`src/rtl/sar_pkg.sv`:
```
// Shared types for the successive-approximation search controller:
// FSM state encoding and the comparator-flag one-hot check.
package sar_pkg;

  typedef enum logic [2:0] {
    IDLE   = 3'd0,
    SET    = 3'd1,
    WAIT   = 3'd2,
    SAMPLE = 3'd3,
    DONE   = 3'd4
  } sar_state_t;

  // Bits of {gt, lt, eq} that take part in the one-hot check.
  localparam logic [2:0] FLAG_ONEHOT_MASK = 3'b111;

  function automatic logic flags_onehot(input logic [2:0] flags);
    logic [2:0] masked;
    masked = flags & FLAG_ONEHOT_MASK;
    case (masked)
      3'b001, 3'b010, 3'b100: flags_onehot = 1'b1;
      default:                flags_onehot = 1'b0;
    endcase
  endfunction

endpackage

```
`src/rtl/sar_search_ctrl_if.sv`:
```
// Bundle between the search controller and its environment: start/status
// towards the host, trial value and flags towards the magnitude comparator.
interface sar_search_ctrl_if #(
  parameter int WIDTH = 8
);
  logic             start;
  logic             cmp_gt;
  logic             cmp_lt;
  logic             cmp_eq;
  logic [WIDTH-1:0] trial;
  logic             busy;
  logic             done;
  logic [WIDTH-1:0] result;
  logic             flag_err;

  modport master (
    output start, cmp_gt, cmp_lt, cmp_eq,
    input  trial, busy, done, result, flag_err
  );

  modport slave (
    input  start, cmp_gt, cmp_lt, cmp_eq,
    output trial, busy, done, result, flag_err
  );
endinterface

```
`src/rtl/sar_wait_timer.sv`:
```
// Settling down-counter that covers the comparator latency; with CMP_LAT = 0
// it collapses to a constant "expired".
module sar_wait_timer #(
  parameter int CMP_LAT = 0
) (
  input  logic       clk,
  input  logic       rst,
  input  logic       load,
  input  logic [1:0] value,
  output logic       expired
);

  generate
    if (CMP_LAT == 0) begin : g_no_wait
      logic unused_s;
      assign unused_s = ^{clk, rst, load, value};
      assign expired  = 1'b1;
    end else begin : g_wait
      logic [1:0] count_r;

      // Load on SET, then count down towards zero while waiting.
      always_ff @(posedge clk or posedge rst) begin
        if (rst) begin
          count_r <= 2'd0;
        end else if (load) begin
          count_r <= value;
        end else if (count_r != 2'd0) begin
          count_r <= count_r - 2'd1;
        end else begin
          count_r <= count_r;
        end
      end

      // Expired one cycle early so the FSM leaves WAIT on the edge the count hits zero.
      assign expired = (count_r == 2'd1);
    end
  endgenerate

endmodule

```
`src/rtl/sar_search_ctrl.sv`:
```
// Successive-approximation search controller driving the B side of a magnitude
// comparator. Optional early exit on equality: define SAR_SEARCH_EARLY_EXIT_EN.
module sar_search_ctrl
  import sar_pkg::*;
#(
  parameter int WIDTH   = 8,
  parameter int CMP_LAT = 0
) (
  input  logic            clk,
  input  logic            rst,
  sar_search_ctrl_if.slave bus
);

  localparam int              IW       = $clog2(WIDTH);
  localparam logic [WIDTH-1:0] MSB_ONE = {1'b1, {(WIDTH-1){1'b0}}};
  localparam logic [IW-1:0]   IDX_MSB  = IW'(WIDTH - 1);
  localparam logic [IW-1:0]   IDX_ONE  = IW'(1);
  localparam logic [IW-1:0]   IDX_ZERO = IW'(0);
  localparam logic [1:0]      LAT_VAL  = 2'(CMP_LAT);

  sar_state_t       state_r;
  logic [WIDTH-1:0] trial_r;
  logic [WIDTH-1:0] result_r;
  logic [IW-1:0]    idx_r;
  logic             busy_r;
  logic             done_r;
  logic             flag_err_r;

  logic             load_s;
  logic             expired_s;
  logic             early_exit_s;
  logic [WIDTH-1:0] kept_trial_s;
  logic [WIDTH-1:0] next_trial_s;

  assign load_s = (state_r == SET);

  sar_wait_timer #(
    .CMP_LAT (CMP_LAT)
  ) u_wait_timer (
    .clk     (clk),
    .rst     (rst),
    .load    (load_s),
    .value   (LAT_VAL),
    .expired (expired_s)
  );

`ifdef SAR_SEARCH_EARLY_EXIT_EN
  assign early_exit_s = bus.cmp_eq;
`else
  assign early_exit_s = 1'b0;
`endif

  // Bit decision for the current index, then the next trial with the lower bit set.
  always_comb begin
    kept_trial_s = trial_r;
    next_trial_s = trial_r;
    if (bus.cmp_lt) begin
      kept_trial_s[idx_r] = 1'b0;
    end else begin
      kept_trial_s[idx_r] = trial_r[idx_r];
    end
    next_trial_s = kept_trial_s;
    if (idx_r != IDX_ZERO) begin
      next_trial_s[idx_r - IDX_ONE] = 1'b1;
    end else begin
      next_trial_s[idx_r] = kept_trial_s[idx_r];
    end
  end

  // Search FSM with registered status outputs.
  always_ff @(posedge clk or posedge rst) begin
    if (rst) begin
      state_r    <= IDLE;
      trial_r    <= {WIDTH{1'b0}};
      result_r   <= {WIDTH{1'b0}};
      idx_r      <= IDX_ZERO;
      busy_r     <= 1'b0;
      done_r     <= 1'b0;
      flag_err_r <= 1'b0;
    end else begin
      done_r <= 1'b0;
      case (state_r)
        IDLE: begin
          if (bus.start) begin
            trial_r    <= MSB_ONE;
            idx_r      <= IDX_MSB;
            flag_err_r <= 1'b0;
            busy_r     <= 1'b1;
            state_r    <= SET;
          end else begin
            state_r <= IDLE;
          end
        end
        SET: begin
          state_r <= (CMP_LAT > 0) ? WAIT : SAMPLE;
        end
        WAIT: begin
          state_r <= expired_s ? SAMPLE : WAIT;
        end
        SAMPLE: begin
          if (!flags_onehot({bus.cmp_gt, bus.cmp_lt, bus.cmp_eq})) begin
            flag_err_r <= 1'b1;
          end else begin
            flag_err_r <= flag_err_r;
          end
          if (early_exit_s || (idx_r == IDX_ZERO)) begin
            trial_r  <= kept_trial_s;
            result_r <= kept_trial_s;
            state_r  <= DONE;
          end else begin
            trial_r <= next_trial_s;
            idx_r   <= idx_r - IDX_ONE;
            state_r <= SET;
          end
        end
        DONE: begin
          done_r <= 1'b1;
          // A start held high here chains the next search with no idle cycle.
          if (bus.start) begin
            trial_r    <= MSB_ONE;
            idx_r      <= IDX_MSB;
            flag_err_r <= 1'b0;
            busy_r     <= 1'b1;
            state_r    <= SET;
          end else begin
            busy_r  <= 1'b0;
            state_r <= IDLE;
          end
        end
        default: begin
          state_r <= IDLE;
        end
      endcase
    end
  end

  assign bus.trial    = trial_r;
  assign bus.result   = result_r;
  assign bus.busy     = busy_r;
  assign bus.done     = done_r;
  assign bus.flag_err = flag_err_r;

endmodule

```
`src/flat_wrapper.sv`:
```
// flat-port wrapper written by rule: the top's interface ports become plain ports
module sar_search_ctrl_flat import sar_pkg::*;
#(
  parameter int WIDTH   = 8,
  parameter int CMP_LAT = 0
)
  (clk, rst, bus_start, bus_cmp_gt, bus_cmp_lt, bus_cmp_eq, bus_trial, bus_busy, bus_done, bus_result, bus_flag_err);
  sar_search_ctrl_if #(.WIDTH(WIDTH)) bus_i ();
  input  logic clk;
  input  logic rst;
  input wire logic [$bits(bus_i.start)-1:0] bus_start;
  input wire logic [$bits(bus_i.cmp_gt)-1:0] bus_cmp_gt;
  input wire logic [$bits(bus_i.cmp_lt)-1:0] bus_cmp_lt;
  input wire logic [$bits(bus_i.cmp_eq)-1:0] bus_cmp_eq;
  output wire logic [$bits(bus_i.trial)-1:0] bus_trial;
  output wire logic [$bits(bus_i.busy)-1:0] bus_busy;
  output wire logic [$bits(bus_i.done)-1:0] bus_done;
  output wire logic [$bits(bus_i.result)-1:0] bus_result;
  output wire logic [$bits(bus_i.flag_err)-1:0] bus_flag_err;
  assign bus_i.start = bus_start;
  assign bus_i.cmp_gt = bus_cmp_gt;
  assign bus_i.cmp_lt = bus_cmp_lt;
  assign bus_i.cmp_eq = bus_cmp_eq;
  assign bus_trial = bus_i.trial;
  assign bus_busy = bus_i.busy;
  assign bus_done = bus_i.done;
  assign bus_result = bus_i.result;
  assign bus_flag_err = bus_i.flag_err;
  sar_search_ctrl #(.WIDTH(WIDTH), .CMP_LAT(CMP_LAT)) u_core (.clk(clk), .rst(rst), .bus(bus_i));
endmodule
```
`config.mk`:
```
export PLATFORM = sky130hd
export DESIGN_NAME = sar_search_ctrl_flat
export DESIGN_NICKNAME = d
export VERILOG_FILES = /design/src/rtl/sar_pkg.sv /design/src/rtl/sar_search_ctrl_if.sv /design/src/rtl/sar_wait_timer.sv /design/src/rtl/sar_search_ctrl.sv /design/src/flat_wrapper.sv
export SDC_FILE = /design/constraint.sdc
export NUM_CORES = 1
export LEC_CHECK = 0
export ABC_AREA = 1
export CAP_MARGIN = 20
export CORE_ASPECT_RATIO = 0.5
export CORE_UTILIZATION = 27
export CTS_CLUSTER_SIZE = 24
export DETAILED_ROUTE_END_ITERATION = 12
export GPL_TIMING_DRIVEN = 1
export PLACE_DENSITY_LB_ADDON = 0.12
export RECOVER_POWER = 100
export SLEW_MARGIN = 10
export SYNTH_ARGS = -nofsm -noshare
export SYNTH_HDL_FRONTEND = slang
export SYNTH_SLANG_ARGS = --single-unit
```
`constraint.sdc`:
```
create_clock -name clk -period 2.7 [get_ports clk]
set_input_delay 0.675 -clock clk [delete_from_list [all_inputs] [get_ports clk]]
set_output_delay 0.675 -clock clk [all_outputs]
set_load 0.03 [all_outputs]
```
# After elaboration in Yosys (flattened, before gate mapping)
# Index checks and enable logic that the tools add are counted.
[word_totals]
regBits = 25
output_inout_bits = 19
word_cells = 71
input_bits = 6
[classes]
n_mux = 30
n_reduce_logical = 15
n_eq_ne = 11
n_lt_le_gt_ge = 4
bitwise = 3
n_addsub = 1
[ops]
columns = ["cell", "n"]
rows = [
  ["$mux 8", 4],
  ["$bwmux 8", 2],
  ["$pmux 8 s2", 1],
  ["$mux 1", 12],
  ["$eq 3x2->1 const B", 3],
  ["$mux 3", 3],
  ["$pmux 3 s3", 1],
  ["$and 8x8->8", 1],
  ["$lt 3x4->1 const B", 2],
  ["$not 8->8", 1],
  ["$or 8x8->8", 1],
  ["$bmux 1 s3", 2],
  ["$demux 1 s3", 2],
  ["$eq 3x1->1 const B", 2],
  ["$eq 3x3->1 const B", 2],
  ["$ge 3x1->1 const B", 2],
  ["$logic_not 3->1", 2],
  ["$ne 2x2->1 const B", 3],
  ["$pmux 3 s2", 1],
  ["$reduce_and 2->1", 3],
  ["$reduce_and 3->1", 2],
  ["$pmux 1 s2", 2],
  ["$reduce_bool 2->1", 2],
  ["$reduce_or 2->1", 2],
  ["5 further kinds", 6],
]

# Depth between registers and ports, before layout
[depth]
ltp_word = 13
mapped_depth = 9
ltp_nobuf = 9

# Cells and area by module
# A second synthesis with hierarchy kept.
[hier_totals]
hier_cells = 158
area_unflattened_um2 = 1265.0
[by_module_without_submodules]
columns = ["module", "area_per_inst_um2", "seq_area_each_um2", "cells_per_inst", "instances"]
rows = [
  ["sar_search_ctrl", 1253.7, 625.6, 156, 1],
  ["sar_wait_timer", 11.3, 0.0, 2, 1],
]

# Worst setup path before layout
# OpenSTA, ideal clock, no wires.
[synth_timing]
path_type = "reg2reg"
startpoint = "register u_core.idx_r[0]"
endpoint = "register u_core.result_r[4], in the netlist u_core.bus.result[4]"
arrival_time_ps = 1262
path_buffers = 1
path_slack_ps = 1314
setup_ps = 124
required_time_ps = 2576
path_stages_with_launch = 9
period_less_slack_ps = 1386
cell_sequence = "dfrtp_1 -> inv_2 -> ha_1 -> inv_1 -> nor2_4 -> nand2_4 -> buf_6 -> nand2_1 -> o21ai_2"
[synth_between]
elab_chain_len = 7
word_cells_on_any_way = 13
classes_between = "order compare (2); mux (6); bitwise (2); reduce/logical (3)"
[synth_rtl]
columns = ["item", "line_no", "text"]
rows = [
  ["start: declaration", "sar_search_ctrl.sv:24", "logic [IW-1:0] idx_r;"],
  ["start signal: assignment", "sar_search_ctrl.sv:112", "idx_r <= idx_r - IDX_ONE;"],
  ["$lt 3x4->1 (implied by the code) or $ge 3x1->1 (tied branches)", "sar_search_ctrl.sv:58, sar_search_ctrl.sv:60", ""],
  ["$logic_and 1x1->1 (implied by the code)", "sar_search_ctrl.sv:58, sar_search_ctrl.sv:60", ""],
  ["$mux 1 (implied by the code)", "sar_search_ctrl.sv:58, sar_search_ctrl.sv:60", ""],
  ["$demux 1 s3", "n/a", ""],
  ["$not 8->8 (no line)", "n/a", ""],
  ["$and 8x8->8 (no line)", "n/a", ""],
  ["$mux 8", "sar_search_ctrl.sv:57", "if (bus.cmp_lt) begin"],
  ["end signal: assignment", "sar_search_ctrl.sv:75", "result_r <= {WIDTH{1'b0}};"],
  ["end signal: assignment", "sar_search_ctrl.sv:108", "result_r <= kept_trial_s;"],
  ["end: declaration", "sar_search_ctrl.sv:23", "logic [WIDTH-1:0] result_r;"],
]
# Several ways; a longest one is shown, not always the timed one. The select of a mux whose other input is x is not followed.
# A chain may end at the register's enable or synchronous reset.

# Worst setup path after layout
[layout_timing]
startpoint = "register u_core.trial_r[1], in the netlist u_core.bus.trial[1]"
endpoint = "output bus_trial[1]"
[layout_lines]
columns = ["item", "line_no", "text"]
rows = [
  ["start: declaration", "sar_search_ctrl.sv:22", "logic [WIDTH-1:0] trial_r;"],
  ["start signal: assignment", "sar_search_ctrl.sv:74", "trial_r <= {WIDTH{1'b0}};"],
  ["start signal: assignment", "sar_search_ctrl.sv:107", "trial_r <= kept_trial_s;"],
  ["start signal: assignment", "sar_search_ctrl.sv:111", "trial_r <= next_trial_s;"],
  ["end: declaration", "flat_wrapper.sv:15", "output wire logic [$bits(bus_i.trial)-1:0] bus_trial;"],
]
# No word-level cell between the ends.

==> reports/qor.txt <==
status -> completed
Total Routing Usage GR -> 0.1339
Flop pwr share -> 0.327
CTS Buffer Depth -> 2
Vias -> 1,045
max incr delay on CP -> 760 ps
Data required, critical path -> 2030 ps
initial antenna violation count -> 0
number of synthesized register bits -> 25
post-detail-place hpwl -> 2.097 mm
H-tree depth -> 1
P_leak -> 0.7902 nW
Sink Count -> 25
die area -> 4922 um2
multi-input combinational cell area -> 534.3 um2
Synth Area per Inst -> 8.117 um2
slowest CP cell -> dlygate4sd3_1
Buf/Inv on CP -> 1
Tightest Pin Transition -> 1410 ps
Final Skew -> 6.193 ps
Psw -> 0.0009910 W
Critical Path, Cell by Cell -> dlygate4sd3_1
FF+latch area -> 625.6 um2
clock power share -> 0.112
reg-to-reg slack, setup -> 700 ps
# rows -> 17
Detail Route Antenna Nets -> 0
syn nets -> 162
final slew viol count -> 0
clk_lat worst skew -> 270 ps
leading area contributor after synthesis -> dfrtp_1
sequential area share after synthesis -> 0.5005
Num CTS Buffers -> 3
post-route design area -> 1582 um2
# setup viols final -> 0
Int Power -> 0.001024 W
CORE AREA -> 4424 um2
Hold Path Class -> reg -> reg
Ports -> 25
Placed Area -> 1550 um2
DRT Wirelength -> 2.896 mm
number of diodes -> 0
# nets final -> 190
Final period util -> 0.7710
Post-Syn Area -> 1250 um2
initial DRC count -> 46
Worst Hold Slack -> 470.3 ps
post_cts resized -> 0
Synth Instances -> 154
Sw Ratio -> 0.4919
CTS clk-pin slew, worst paths -> 90 ps
Max VDD drop -> 0.3231 mV
initial core utilization -> 0.2825
most frequent cells in the layout -> nand2_1 (53), dfrtp_1 (25), dlygate4sd3_1 (21), nand3_1 (19)
pin count of the biggest net entering global routing -> 26
total of max-cap violations -> 0
DRC -> 0
Die Height -> 50.11 um
CP Launch Point -> u_core.bus.trial[1]
Crit Path Max Fanout -> 3
TritonCTS clock tree -> yes
critical path class -> reg -> out
top cell type's share of synthesized area -> 0.5005
Critical Path Source Type -> flop
gp weighted congestion -> 0.8737
wire per inst -> 12.17 um
fillers -> 478
Post-CTS Setup Inserts -> 0
area delta synth->final -> 26.53%
TNS Setup -> 0 ps
crit path DAT -> 1410 ps
power per cell area -> 1274 nW/um2
Netlist cell types -> 21
vias in the first global route -> 1,009
Yosys warnings -> 0
via-per-instance ratio -> 4.391
Logic pwr share -> 0.561
Die Width -> 98.23 um
cts hold-fix bufs -> 0
CP endpoint kind -> output pin
RR Startpoint -> u_core.idx_r[0]
total congestion overflow -> 0
share of post-route cells with drive strength above 1 -> 0.06077
RSZ-0062 raised after global routing -> no
first-pass GRT wire length -> 4.995 mm
Hold Path Origin -> u_core.bus.flag_err
FMAX -> 0.4804 GHz
final hold vios -> 0
worst rel slew slack -> 0.06001
minimum clock period -> 2082 ps
top cells by area, synth -> dfrtp_1 (50%), nand2_1 (16%), nand3_1 (7.6%), inv_1 (3.9%), o21ai_0 (3.2%)
Port Buffers -> 24
drt first pass iters -> 7
Top delay family on crit path -> buffers and inverters
CTS root buf -> clkbuf_8
most common cell after layout, fill and taps aside -> nand2_1
[final timing paths]
| check | cells after the start | end |
|---|---|---|
| worst min-delay path | 2 | u_core.bus.flag_err |
| max in group asynchronous | 3 | u_core.idx_r[0] |
| worst max register to register | 7 | u_core.idx_r[2] |
| worst max-delay path | 1 | bus_trial[1] |
| min in group asynchronous | 3 | u_core.bus.result[5] |
| worst min register to register | 2 | u_core.bus.flag_err |
[layout make-up]
type / count / share of cell area
flip-flops and latches: 25 / 0.3956
multi-input cells: 111 / 0.3378
repair buffers: 25 / 0.1543
well taps: 57 / 0.04509
inverters: 16 / 0.03797
clock buffers: 3 / 0.02611
clock inverters: 1 / 0.003165
[per-stage QoR]
step	cells	total power, W	setup slack, ps	utilization
after floorplan	154	0.001467	1314	-
after global placement	234	0.001866	761.9	0.3504
after detailed placement	234	0.001877	714.6	0.3504
after CTS	238	0.002111	666.4	0.3609
after global routing	238	0.002212	409.4	0.3575
final	238	0.002015	618.3	0.3575
[registers in the layout (all words and copies together), names as in the netlist]
name / cells
u_core.bus.busy: 1
u_core.bus.done: 1
u_core.bus.flag_err: 1
u_core.bus.result: 8
u_core.bus.trial: 8
u_core.idx_r: 3
u_core.state_r: 3
[metal layers]
metal	GRT usage	up-vias	part of all wire
met5	0	-	0
met4	0.02985	0	0.0052
met3	0.04113	2	0.042
met2	0.1948	19	0.43
met1	0.1927	477	0.52
li1	-	547	-
[power by group through the flow]
stage / clock network, W / logic, W / registers (W)
floorplan: 0 / 0.000590 / 0.000876
global placement: 0 / 0.00119 / 0.000674
detailed placement: 0 / 0.00120 / 0.000679
CTS: 0.000237 / 0.00120 / 0.000671
global route: 0.000261 / 0.00127 / 0.000684
finish: 0.000226 / 0.00113 / 0.000659
[cells in the mapped netlist]
cell	number
nand2_1	52
dfrtp_1	25
nand3_1	19
inv_1	13
nor2_1	8
o21ai_0	8
o21ai_1	8
a21oi_1	3
inv_2	3
a22oi_1	2
ha_1	2
nand2_4	2
buf_4	1
buf_6	1
nand2_2	1
nand3_2	1
nor2_4	1
nor2_8	1
nor3_1	1
o21ai_2	1
or2_0	1
[cells by family (layout without fill, tap and decap cells)]
logic type,after synthesis,in the layout,synth area share
buf+inv,18,45,0.06307
compound gates,22,22,0.09509
flops,25,25,0.5005
fa+ha+maj,2,2,0.02002
simple gates,87,87,0.3213
[worst register-to-register path, stage by stage, from the launching register on]
cell and delay (ps):
dfrtp_1 490, inv_1 220, ha_1 260, inv_1 90
nor2_4 50, nand2_1 410, nand2_1 230, a22oi_1 180
Power figures use the tool's default switching activity.
